**config.mk**
```make
export PLATFORM = sky130hd
export DESIGN_NAME = timer_counter
export DESIGN_NICKNAME = d
export VERILOG_FILES = /design/src/rtl/timer_counter_pkg.sv /design/src/rtl/timer_counter.sv
export SDC_FILE = /design/constraint.sdc
export NUM_CORES = 1
export LEC_CHECK = 0
export BUFFER_PORTS_ARGS = -buffer_cell sky130_fd_sc_hd__buf_2
export CAP_MARGIN = 15
export CORE_ASPECT_RATIO = 1.2
export CORE_MARGIN = 5
export CORE_UTILIZATION = 50
export CTS_BUF_LIST = sky130_fd_sc_hd__clkbuf_2 sky130_fd_sc_hd__clkbuf_4 sky130_fd_sc_hd__clkbuf_8
export CTS_CLUSTER_SIZE = 8
export DETAILED_ROUTE_END_ITERATION = 10
export GPL_TIMING_DRIVEN = 0
export PLACE_DENSITY = 0.82
export SKIP_CTS_REPAIR_TIMING = 1
export SYNTH_ARGS = -nofsm -noshare
export SYNTH_HDL_FRONTEND = slang
export SYNTH_SLANG_ARGS = --single-unit
```
**constraint.sdc**
```tcl
create_clock -name clk -period 2.5 [get_ports clk]
set_clock_uncertainty 0.1 [all_clocks]
set_input_delay 0 -clock clk [delete_from_list [all_inputs] [get_ports clk]]
set_output_delay 0 -clock clk [all_outputs]
set_load 0.1 [all_outputs]
```
**src/rtl/timer_counter_pkg.sv**
```systemverilog
// Shared definitions for the memory-mapped down-counting timer.
//   - register word offsets within the device (addr = PrAddr[3:2])
//   - MODE field encodings
//   - 2-bit FSM state encodings
//   - packed layout of the CTRL register
package timer_counter_pkg;

  localparam logic [1:0] TC_CTRL   = 2'b00;
  localparam logic [1:0] TC_PRESET = 2'b01;
  localparam logic [1:0] TC_COUNT  = 2'b10;
  localparam logic [1:0] TC_RSVD   = 2'b11;

  localparam logic [1:0] MODE_ONESHOT = 2'b00;
  localparam logic [1:0] MODE_RELOAD  = 2'b01;

  localparam logic [1:0] ST_IDLE = 2'b00;
  localparam logic [1:0] ST_LOAD = 2'b01;
  localparam logic [1:0] ST_CNT  = 2'b10;
  localparam logic [1:0] ST_INT  = 2'b11;

  typedef struct packed {
    logic       im;
    logic [1:0] mode;
    logic       en;
  } ctrl_t;

  // Reserved MODE values (1x) are kept in CTRL but run as one-shot.
  function automatic logic is_reload(input logic [1:0] mode);
    return (mode == MODE_RELOAD) && (mode != MODE_ONESHOT);
  endfunction

endpackage

```
**src/rtl/timer_counter.sv**
```systemverilog
// Memory-mapped down-counting timer, one instance per timer slot.
// Programmed with word writes; drives one HWInt bit and the PrRD read path.
//
// Ports:
//   clk    system clock, rising edge
//   reset  asynchronous active-high reset, clears all state
//   sel    device select from the bridge
//   addr   word offset within the device
//   we     write strobe, qualified by sel
//   wdata  write data
//   rdata  read data, combinational on addr (independent of sel)
//   irq    interrupt request = IM & pending
//
// FSM states:
//   state   | meaning
//   IDLE    | stopped, waits for EN=1
//   LOAD    | copies PRESET into COUNT
//   CNT     | decrements COUNT; EN=0 stops with COUNT held
//   INT     | terminal count reached, pending set; one-shot stops, reload restarts
module timer_counter
  import timer_counter_pkg::*;
#(
  parameter int CNT_W = 32
) (
  input  logic        clk,
  input  logic        reset,
  input  logic        sel,
  input  logic [1:0]  addr,
  input  logic        we,
  input  logic [31:0] wdata,
  output logic [31:0] rdata,
  output logic        irq
);

  ctrl_t            ctrl;
  logic [1:0]       state;
  logic [CNT_W-1:0] preset;
  logic [CNT_W-1:0] count;
  logic             pending;

  logic wr_ctrl;
  logic wr_preset;

  assign wr_ctrl   = sel & we & (addr == TC_CTRL);
  assign wr_preset = sel & we & (addr == TC_PRESET);

  always_ff @(posedge clk or posedge reset) begin
    if (reset) begin
      ctrl    <= '0;
      state   <= ST_IDLE;
      preset  <= '0;
      count   <= '0;
      pending <= 1'b0;
    end else begin
      if (wr_preset) preset <= wdata[CNT_W-1:0];

      case (state)
        ST_IDLE: if (ctrl.en) state <= ST_LOAD;
        ST_LOAD: begin
          count <= preset;
          state <= ST_CNT;
        end
        ST_CNT: begin
          if (!ctrl.en) begin
            state <= ST_IDLE;
          end else if (count > CNT_W'(1)) begin
            count <= count - CNT_W'(1);
          end else begin
            // COUNT of 0 or 1 both terminate here, so the counter never wraps.
            count   <= '0;
            pending <= 1'b1;
            state   <= ST_INT;
          end
        end
        default: begin
          if (is_reload(ctrl.mode)) begin
            pending <= 1'b0;
            state   <= ST_LOAD;
          end else begin
            ctrl.en <= 1'b0;
            state   <= ST_IDLE;
          end
        end
      endcase

      // Placed last so a CTRL write overrides the FSM's EN clear and pending set.
      if (wr_ctrl) begin
        ctrl    <= ctrl_t'(wdata[3:0]);
        pending <= 1'b0;
      end
    end
  end

  always_comb begin
    rdata = '0;
    case (addr)
      TC_CTRL:   rdata = {28'b0, ctrl};
      TC_PRESET: rdata = 32'(preset);
      TC_COUNT:  rdata = 32'(count);
      TC_RSVD:   rdata = '0;
      default:   rdata = '0;
    endcase
  end

  assign irq = ctrl.im & pending;

endmodule

```
Yosys cells after proc, flatten, opt, wreduce, memory -nomap -nowiden
Cells that the tools add are included.
{ "word_totals": {"elab_cells": 56, "output_inout_bits": 33, "ff_bits": 71} }
{ "op_classes": {"mux": 17, "bitwise": 4, "eq_ne": 14, "n_lt_le_gt_ge": 1, "n_addsub": 1, "reduce_logical": 12} }
{ "ops": {"columns": ["operator", "count"], "rows": [
  ["one-hot mux 32 bit (4 select lines)", 1],
  ["2-to-1 mux 32 bit", 2],
  ["one-hot mux 32 bit (2 select lines)", 1],
  ["> comparator 32 x 1 -> 1 bit, second input constant", 1],
  ["subtractor 32 x 1 -> 32 bit, second input constant", 1],
  ["!= test 3 bit, second input constant", 3],
  ["2-to-1 mux 1 bit", 8],
  ["== test 2 x 1 -> 1 bit, second input constant", 3],
  ["== test 2 bit, second input constant", 3],
  ["2-to-1 mux 2 bit", 3],
  ["!= test 2 bit, second input constant", 3],
  ["one-hot mux 2 bit (3 select lines)", 1],
  ["AND reduction 2 bit", 3],
  ["bitwise AND 1 bit", 4],
  ["logical NOT 2 bit", 2],
  ["!= test 2 x 1 -> 1 bit, second input constant", 2],
  ["AND reduction 4 bit", 1],
  ["nonzero test 2 bit", 2],
  ["nonzero test 3 bit", 1],
  ["OR reduction 3 bit", 1],
  ["one-hot mux 1 bit (2 select lines)", 1],
  ["OR reduction 2 bit", 1],
  ["logical AND 1 bit", 1]
]} }

Logic depth before layout (Yosys ltp)
Gate-level depths: netlist (run 1).
{ "depth": {"depth_word": 5, "ltp_mapped": 8, "mapped_depth_nobuf": 7} }

Least setup slack after synthesis (run 1)
Ideal clock, no wire load.
{ "synth_timing": {"path_kind": "register to register", "from": "register count[24]", "to": "register count[22]", "arrival_time_ns": 2.523, "setup_time_ns": 0.119, "n_path_buf": 1, "stages_incl_launch_ff": 7, "synth_period_minus_slack_ns": 2.742, "required_time_ns": 2.281, "slack_ns": -0.242, "path_cell_list": "dfrtp_1 > or4_4 > or4_4 > or4_1 > buf_2 > a222oi_1 > a21bo_1"} }
{ "synth_between": {"elab_chain_len": 4} }
{ "synth_rtl": {"columns": ["element", "line_no", "text"], "rows": [
  ["start: declaration", "timer_counter.sv:38", "logic [CNT_W-1:0] count;"],
  ["start signal: assignment", "timer_counter.sv:60", "count <= preset;"],
  ["start signal: assignment", "timer_counter.sv:67", "count <= count - CNT_W'(1);"],
  ["> comparator 32 x 1 -> 1 bit", "timer_counter.sv:66", "end else if (count > CNT_W'(1)) begin"],
  ["2-to-1 mux 32 bit", "timer_counter.sv:66", null],
  ["2-to-1 mux 32 bit", "timer_counter.sv:64", "if (!ctrl.en) begin"],
  ["one-hot mux 32 bit (2 select lines)", "timer_counter.sv:57", "case (state)"]
]} }
Every way passes these cells. The select of a mux whose other input is x is not followed.
A chain may end at the register's enable or synchronous reset.

Worst setup path in the final report (run 1)
{ "layout_timing": {"from": "register count[27]", "to": "register count[22]"} }
The elaborated chain is that of the path after synthesis.

==> impl_metrics.tcl, run 1 <==
set metrics [dict create \
    status "finished with violations" \
    violations "negative setup slack" \
    die_y_microns 108.5 \
    synthCells 410 \
    final-setup-viol-count 32 \
    r2r-start "count[27]$_DFFE_PP0P_" \
    cp-end-kind "flip-flop" \
    clk_latency_ps 370 \
    cpMostUsedCell "or4_4" \
    hold_class "in -> reg" \
    cp_slowest_cell "or4_4" \
    post-route-period-util_pct 109.0 \
    clk_pin_slew_ps 70 \
    path_buf_inv 1 \
    cts_root_buf "clkbuf_8" \
    yosysTopAreaCell "dfrtp_1" \
    seq_area_sq_um 1780 \
    slew_violations 0 \
    utilization_pct 68.31 \
    grt_overflow_total 0 \
    io_pins 71 \
    grt_pass1_wl_mm 18.45 \
    fin_nets 577 \
    yosysUniqueCellTypes 54 \
    fmax_mhz 367.1 \
    drc 0 \
    busiest_layer "met2" \
    totalWireLength_mm 12.82 \
    critPathArrivalTime_ps 2880 \
    finalWorstSetupSlack_ps -224.2 \
    ant_nets 0 \
    dpl.hpwl_mm 8.017 \
    peakVddDrop_mv 0.6562 \
    syn_avg_cell_area_sq_um 9.857 \
    r2r_setup_slack_ps -220 \
    rr_endpoint "count[22]$_DFFE_PP0P_" \
    critPathMaxFanout 5 \
    wl_per_cell_microns 20.12 \
    firstDrtPassIters 7 \
    cp_cell_sequence "or4_4 -> or4_4 -> or4_4 -> buf_6 -> a222oi_1 -> a21bo_1" \
    cts.sinks 71 \
    worstHoldEndpoint "ctrl[0]$_DFFE_PP0P_" \
    initial_core_util_pct 50.41 \
    layout_commonest_cell "buf_2" \
    crit_cells 6 \
    track_usage_pct 23.68 \
    fin_tns_setup_ps -3137 \
    die_w_microns 92.07 \
    drive_above_1_share_pct 36.72 \
    p_leak_nw 2.374 \
    hp-start "we" \
    use_met1_pct 30.68 \
    setup.worst_path.start_class "flip-flop" \
    die_area_sq_um 9988 \
    ys_ff_latch 71 \
    place_congestion 0.9318 \
    rsz0062_at_grt "true" \
    rows 36 \
    critPathLaunch "count[27]$_DFFE_PP0P_" \
    synth_area_sq_um 4041 \
    crit_type "reg -> reg" \
    drt_iter0_markers 571 \
    grt_max_degree 72 \
    clockBufferDepth 2 \
    synth.area.top_cells "dfrtp_1 (44%), mux2_2 (10%), a22o_1 (6.7%), o21ai_0 (3.8%), mux2i_1 (2.7%)" \
    use_met3_pct 5.150 \
    critPathTopFamily "simple AND/OR/NAND/NOR gates" \
    yosysSeqAreaShare_pct 43.96 \
    timing.slew.headroom_pct 40.42 \
    final_cell_mix "buf_2 (70), dfrtp_1 (68), mux2_2 (36)" \
    powerDensity_nw_per_um2 1219 \
    cap_violations 0 \
    cts_tree "yes" \
    cpPeakStageDelay_ps 540 \
    final-hold-violation-count 0 \
    hold_path_depth 5 \
    yosysWarnings 0 \
    antenna_found_initial 0 \
    h-tree-depth 3 \
    required_ps 2660 \
    synth_top_area_share_pct 43.96 \
    vias_per_cell 6.480 \
    finalCriticalPeriod_ps 2724 \
    multi_input_area_sq_um 2323 \
    antenna_cells 0 \
    port_buffers 69 \
    reg2reg_depth 6 \
    vias 4128 \
    cts_buffers 9 \
    syn_to_final_growth_pct 35.51 \
    grt_util_met2_pct 38.31 \
    synth_fp_nets 450 \
    tightestPinTransition_ps 893.8 \
    grt_pass1_vias 3719 \
    core_area_sq_um 8018 \
    fill_cells 587 \
]
logic make-up after synthesis:
kind of cell	synth area share, %
multiplexers	12.76
AND/OR/NAND/NOR	15.79
buffers and inverters	4.180
flip-flops	43.96
AO/OA/AOI/OAI	22.48
adder cells (fa/ha/maj)	0.6191
XOR/XNOR	0.2168
state kept, by name (all words and copies together), names as in the netlist:
| register | cells |
|---|---|
| state | 2 |
| pending | 1 |
| preset | 32 |
| count | 32 |
| ctrl | 4 |
how the worst max path moves through the flow:
stage                                  to  slack (ps)
finish              count[22]$_DFFE_PP0P_        -220
global route        count[22]$_DFFE_PP0P_        -280
CTS                 count[26]$_DFFE_PP0P_        -600
detailed placement  count[26]$_DFFE_PP0P_        -570
global placement    count[20]$_DFFE_PP0P_        -550
floorplan           count[22]$_DFFE_PP0P_        -210
worst min-delay path: stages:
cell and delay (ps):
buf_2 100, nand2_1 50, nor3_1 110, nand2_1 90, o21ai_0 70
through the flow:
stage,setup slack (ps),area (sq um),hold slack [ps],cells,power [mW]
2_1_floorplan,-210.8,4044,16.84,410,4.225
3_3_place_gp,-545.2,4508,126.5,574,4.807
3_5_place_dp,-574.0,4511,127.4,574,4.901
4_1_cts,-597.6,4723,-253.9,590,5.910
5_1_grt,-279.1,5477,31.19,637,6.970
6_report,-224.2,5477,0.2553,637,6.673
area by class of cell:
class,count,area share (%)
Multi-Input combinational cell,296,42.43
Sequential cell,71,32.51
Timing Repair Buffer,116,14.99
Buffer,35,3.427
Clock buffer,13,3.153
Tap cell,95,2.170
Clock inverter,3,0.7311
Inverter,8,0.5940
cells in the mapped netlist (all sizes together):
cell,instances
inv,8
o31a,1
a21bo,1
a31oi,2
or3,5
nand3b,2
nor2b,3
a222oi,2
o31ai,1
nor2,17
and2,5
nor3b,1
o41ai,5
or4,8
nand4,5
xnor2,1
buf,9
o21ai,31
nor3,16
a31o,2
o221ai,2
o211ai,2
a211o,3
mux2i,11
o32ai,1
clkbuf,26
or2,2
ha,2
a22oi,3
nor4,13
a21o,6
a221o,1
o22ai,14
dfrtp,71
a22o,32
and2b,1
o2bb2ai,2
o21a,1
nand2,22
mux2,36
and3,4
a21oi,17
nand3,9
nand2b,4
layer usage:
metal	vias up	part of all wire (%)
met3	48	8.2
met5	-	0
met1	1993	40
met2	260	48
met4	0	3.8
li1	1827	-
power by group:
group | switching, mW | internal [mW]
sequential | 0.549 | 1.56
clock | 0.453 | 0.551
combinational | 2.27 | 1.29
total | 3.28 | 3.40
Note: power is estimated with default switching activity, not from simulation.
==> run 2: changes to the inputs <==
--- a/config.mk
+++ b/config.mk
@@ -5,7 +5,8 @@
 export SDC_FILE = /design/constraint.sdc
 export NUM_CORES = 1
 export LEC_CHECK = 0
-export BUFFER_PORTS_ARGS = -buffer_cell sky130_fd_sc_hd__buf_2
+export ABC_AREA = 1
+export BUFFER_PORTS_ARGS = -buffer_cell sky130_fd_sc_hd__buf_4
 export CAP_MARGIN = 15
 export CORE_ASPECT_RATIO = 1.2
 export CORE_MARGIN = 5
@@ -13,6 +14,7 @@
 export CTS_BUF_LIST = sky130_fd_sc_hd__clkbuf_2 sky130_fd_sc_hd__clkbuf_4 sky130_fd_sc_hd__clkbuf_8
 export CTS_CLUSTER_SIZE = 8
 export DETAILED_ROUTE_END_ITERATION = 10
+export GPL_ROUTABILITY_DRIVEN = 0
 export GPL_TIMING_DRIVEN = 0
 export PLACE_DENSITY = 0.82
 export SKIP_CTS_REPAIR_TIMING = 1
==> run 2 against run 1 <==
The run now ends clean. Clock power grew 7%. Power down 4.0%. Global-route usage increased by 0.068 points. Critical path depth grew 6. Fmax up 29%. Largest power group unchanged. Die area grew 11%. Sequential share of layout area is 1.7 points lower.
==> impl_metrics.tcl, run 2 <==
set metrics [dict create \
    status "completed" \
    critPathArrivalTime_ps 2260 \
    vias_per_cell 5.467 \
    die_area_sq_um 11080 \
    die_y_microns 114.3 \
    totalWireLength_mm 13.47 \
    slew_violations 0 \
    h-tree-depth 3 \
    final_cell_mix "nand2_1 (133), nor2_1 (72), dfrtp_1 (71)" \
    syn_to_final_growth_pct 27.34 \
    reg2reg_depth 12 \
    synth_edf_count 0 \
    yosysWarnings 0 \
    top_regs "count: 32 flops, preset: 32 flops, ctrl: 4 flops" \
    fin_tns_setup_ps 0 \
    critPathMaxFanout 10 \
    crit_end "count[20]$_DFFE_PP0P_" \
    synthCells 603 \
    grt_overflow_total 0 \
    clk_pin_slew_ps 80 \
    yosysUniqueCellTypes 34 \
    setup.worst_path.start_class "flip-flop" \
    fmax_mhz 474.9 \
    synth_fp_nets 643 \
    grt_pass1_vias 4471 \
    synthTopCellsByCount "nand2_1 (133), nor2_1 (72), dfrtp_1 (71)" \
    synth_top_area_share_pct 39.17 \
    crit_type "reg -> reg" \
    cap_violations 0 \
    initial_core_util_pct 50.74 \
    cp_slowest_cell "dfrtp_1" \
    layout_commonest_cell "nand2_1" \
    grt_pass1_wl_mm 21.03 \
    yosysTopAreaCell "dfrtp_1" \
    finalCriticalPeriod_ps 2106 \
    io_pins 71 \
    cpPeakStageDelay_ps 390 \
    clockBufferDepth 2 \
    cts_tree "yes" \
    ys.flop_type "dfrtp_1" \
    cp_cell_sequence "inv_1 -> ha_1 -> nor2_1 -> nor2_1 -> nand2_1 -> nor2_1 -> nand2_2 -> nand2_2 -> buf_6 -> o21ai_1 -> nand2_1 -> nand2_1" \
    wl_per_cell_microns 16.00 \
    final_cells 842 \
    synth_area_sq_um 4536 \
    cts.sinks 71 \
    timing.slew.headroom_pct 40.71 \
    path_buf_inv 2 \
    synth.area.top_cells "dfrtp_1 (39%), nand2_1 (11%), nor2_1 (6.0%), inv_1 (5.6%), a21oi_1 (5.0%)" \
    crit_cells 12 \
    die_w_microns 96.95 \
    cp-end-kind "flip-flop" \
    fin_nets 757 \
    drc 0 \
    antenna_found_initial 0 \
    p_leak_nw 2.717 \
    synth_most_common_cell "nand2_1" \
    peakVddDrop_mv 0.6530 \
    final-hold-violation-count 0 \
    rows 38 \
    final-setup-viol-count 0 \
    port_buffers 70 \
    postSynth.asyncResetShare_pct 100.0 \
    hold_ws_ps 53.34 \
    critPathLaunch "count[0]$_DFFE_PP0P_" \
    vias 4603 \
    drt_iter0_markers 345 \
    ant_nets 0 \
    hold_class "in -> reg" \
    clk_latency_ps 360 \
    ys_ff_latch 71 \
    core_area_sq_um 8939 \
    syn_avg_cell_area_sq_um 7.522 \
    required_ps 2650 \
    cts_buffers 9 \
    track_usage_pct 23.75 \
    firstDrtPassIters 6 \
    cts_root_buf "clkbuf_8" \
    post-route-period-util_pct 84.22 \
    place_inst 793 \
    yosysSeqAreaShare_pct 39.17 \
    r2r_setup_slack_ps 390 \
    antenna_cells 0 \
    drive_above_1_share_pct 23.13 \
    rsz0062_at_grt "false" \
    dpl.hpwl_mm 9.543 \
    tightestPinTransition_ps 889.3 \
    powerDensity_nw_per_um2 1109 \
    grt_max_degree 72 \
    r2r-start "count[0]$_DFFE_PP0P_" \
    critPathTopFamily "simple AND/OR/NAND/NOR gates" \
    rr_endpoint "count[20]$_DFFE_PP0P_" \
    hold_path_depth 4 \
]
## run 2: cell type report
cell class                 instances  area, sq um
fill                             781         3163
multi-input combinational        438         2355
sequential                        71         1777
timing repair buffer             103        855.8
inverter                          73        281.5
clock buffer                      13        166.4
tap                              120        150.1
buffer                            21        125.1
clock inverter                     3        65.06
## run 2: metal layers
metal	share of wire (%)	GRT usage [%]	wire length, microns	up-vias
li1	-	-	-	2188
met1	38	27.11	5119	2145
met2	50	40.15	6695	219
met3	7.4	5.119	993	51
met4	4.9	15.82	663	0
met5	0	0	0	-
## run 2: power breakdown
part / internal (mW) / switching [mW]
combinational: 0.988 / 2.32
clock: 0.638 / 0.430
sequential: 1.55 / 0.472
total: 3.18 / 3.22
## run 2: stage by stage
| stage | utilization (%) | power [mW] | area, sq um | setup slack, ps |
|---|---|---|---|---|
| 2_1_floorplan | - | 4.470 | 4536 | 420.0 |
| 4_1_cts | 60.92 | 6.331 | 5445 | 412.2 |
| 5_1_grt | 64.61 | 6.769 | 5776 | 245.6 |
| 3_3_place_gp | 58.30 | 5.135 | 5211 | -281.7 |
| 3_5_place_dp | 58.33 | 5.240 | 5214 | 446.3 |
| 6_report | 64.61 | 6.403 | 5776 | 394.4 |
## run 2: cells by family (layout without fill, tap and decap cells)
logic type      Yosys count  after routing  synth area share (%)
simple gates            292            292                 30.29
mux                      20             20                 4.966
xor+xnor                  8              8                 1.545
compound gates          116            116                 14.57
flops                    71             71                 39.17
buf+inv                  94            213                 8.910
fa+ha+maj                 2              2                0.5516
## run 2: worst min path at each step
stage,from,to
4_1_cts,wdata[22],preset[22]$_DFFE_PP0P_
3_3_place_gp,wdata[11],preset[11]$_DFFE_PP0P_
6_report,addr[0],ctrl[1]$_DFFE_PP0P_
5_1_grt,addr[0],ctrl[1]$_DFFE_PP0P_
2_1_floorplan,wdata[18],preset[18]$_DFFE_PP0P_
3_5_place_dp,wdata[22],preset[22]$_DFFE_PP0P_
## run 2: worst reg2reg max path, delay by kind of cell (launching register included)
| family | cells | cell delay, ps |
|---|---|---|
| AND/OR/NAND/NOR | 8 | 760 |
| flip-flops | 1 | 390 |
| buffers and inverters | 2 | 360 |
| adder cells (fa/ha/maj) | 1 | 300 |
| AO/OA/AOI/OAI | 1 | 80 |
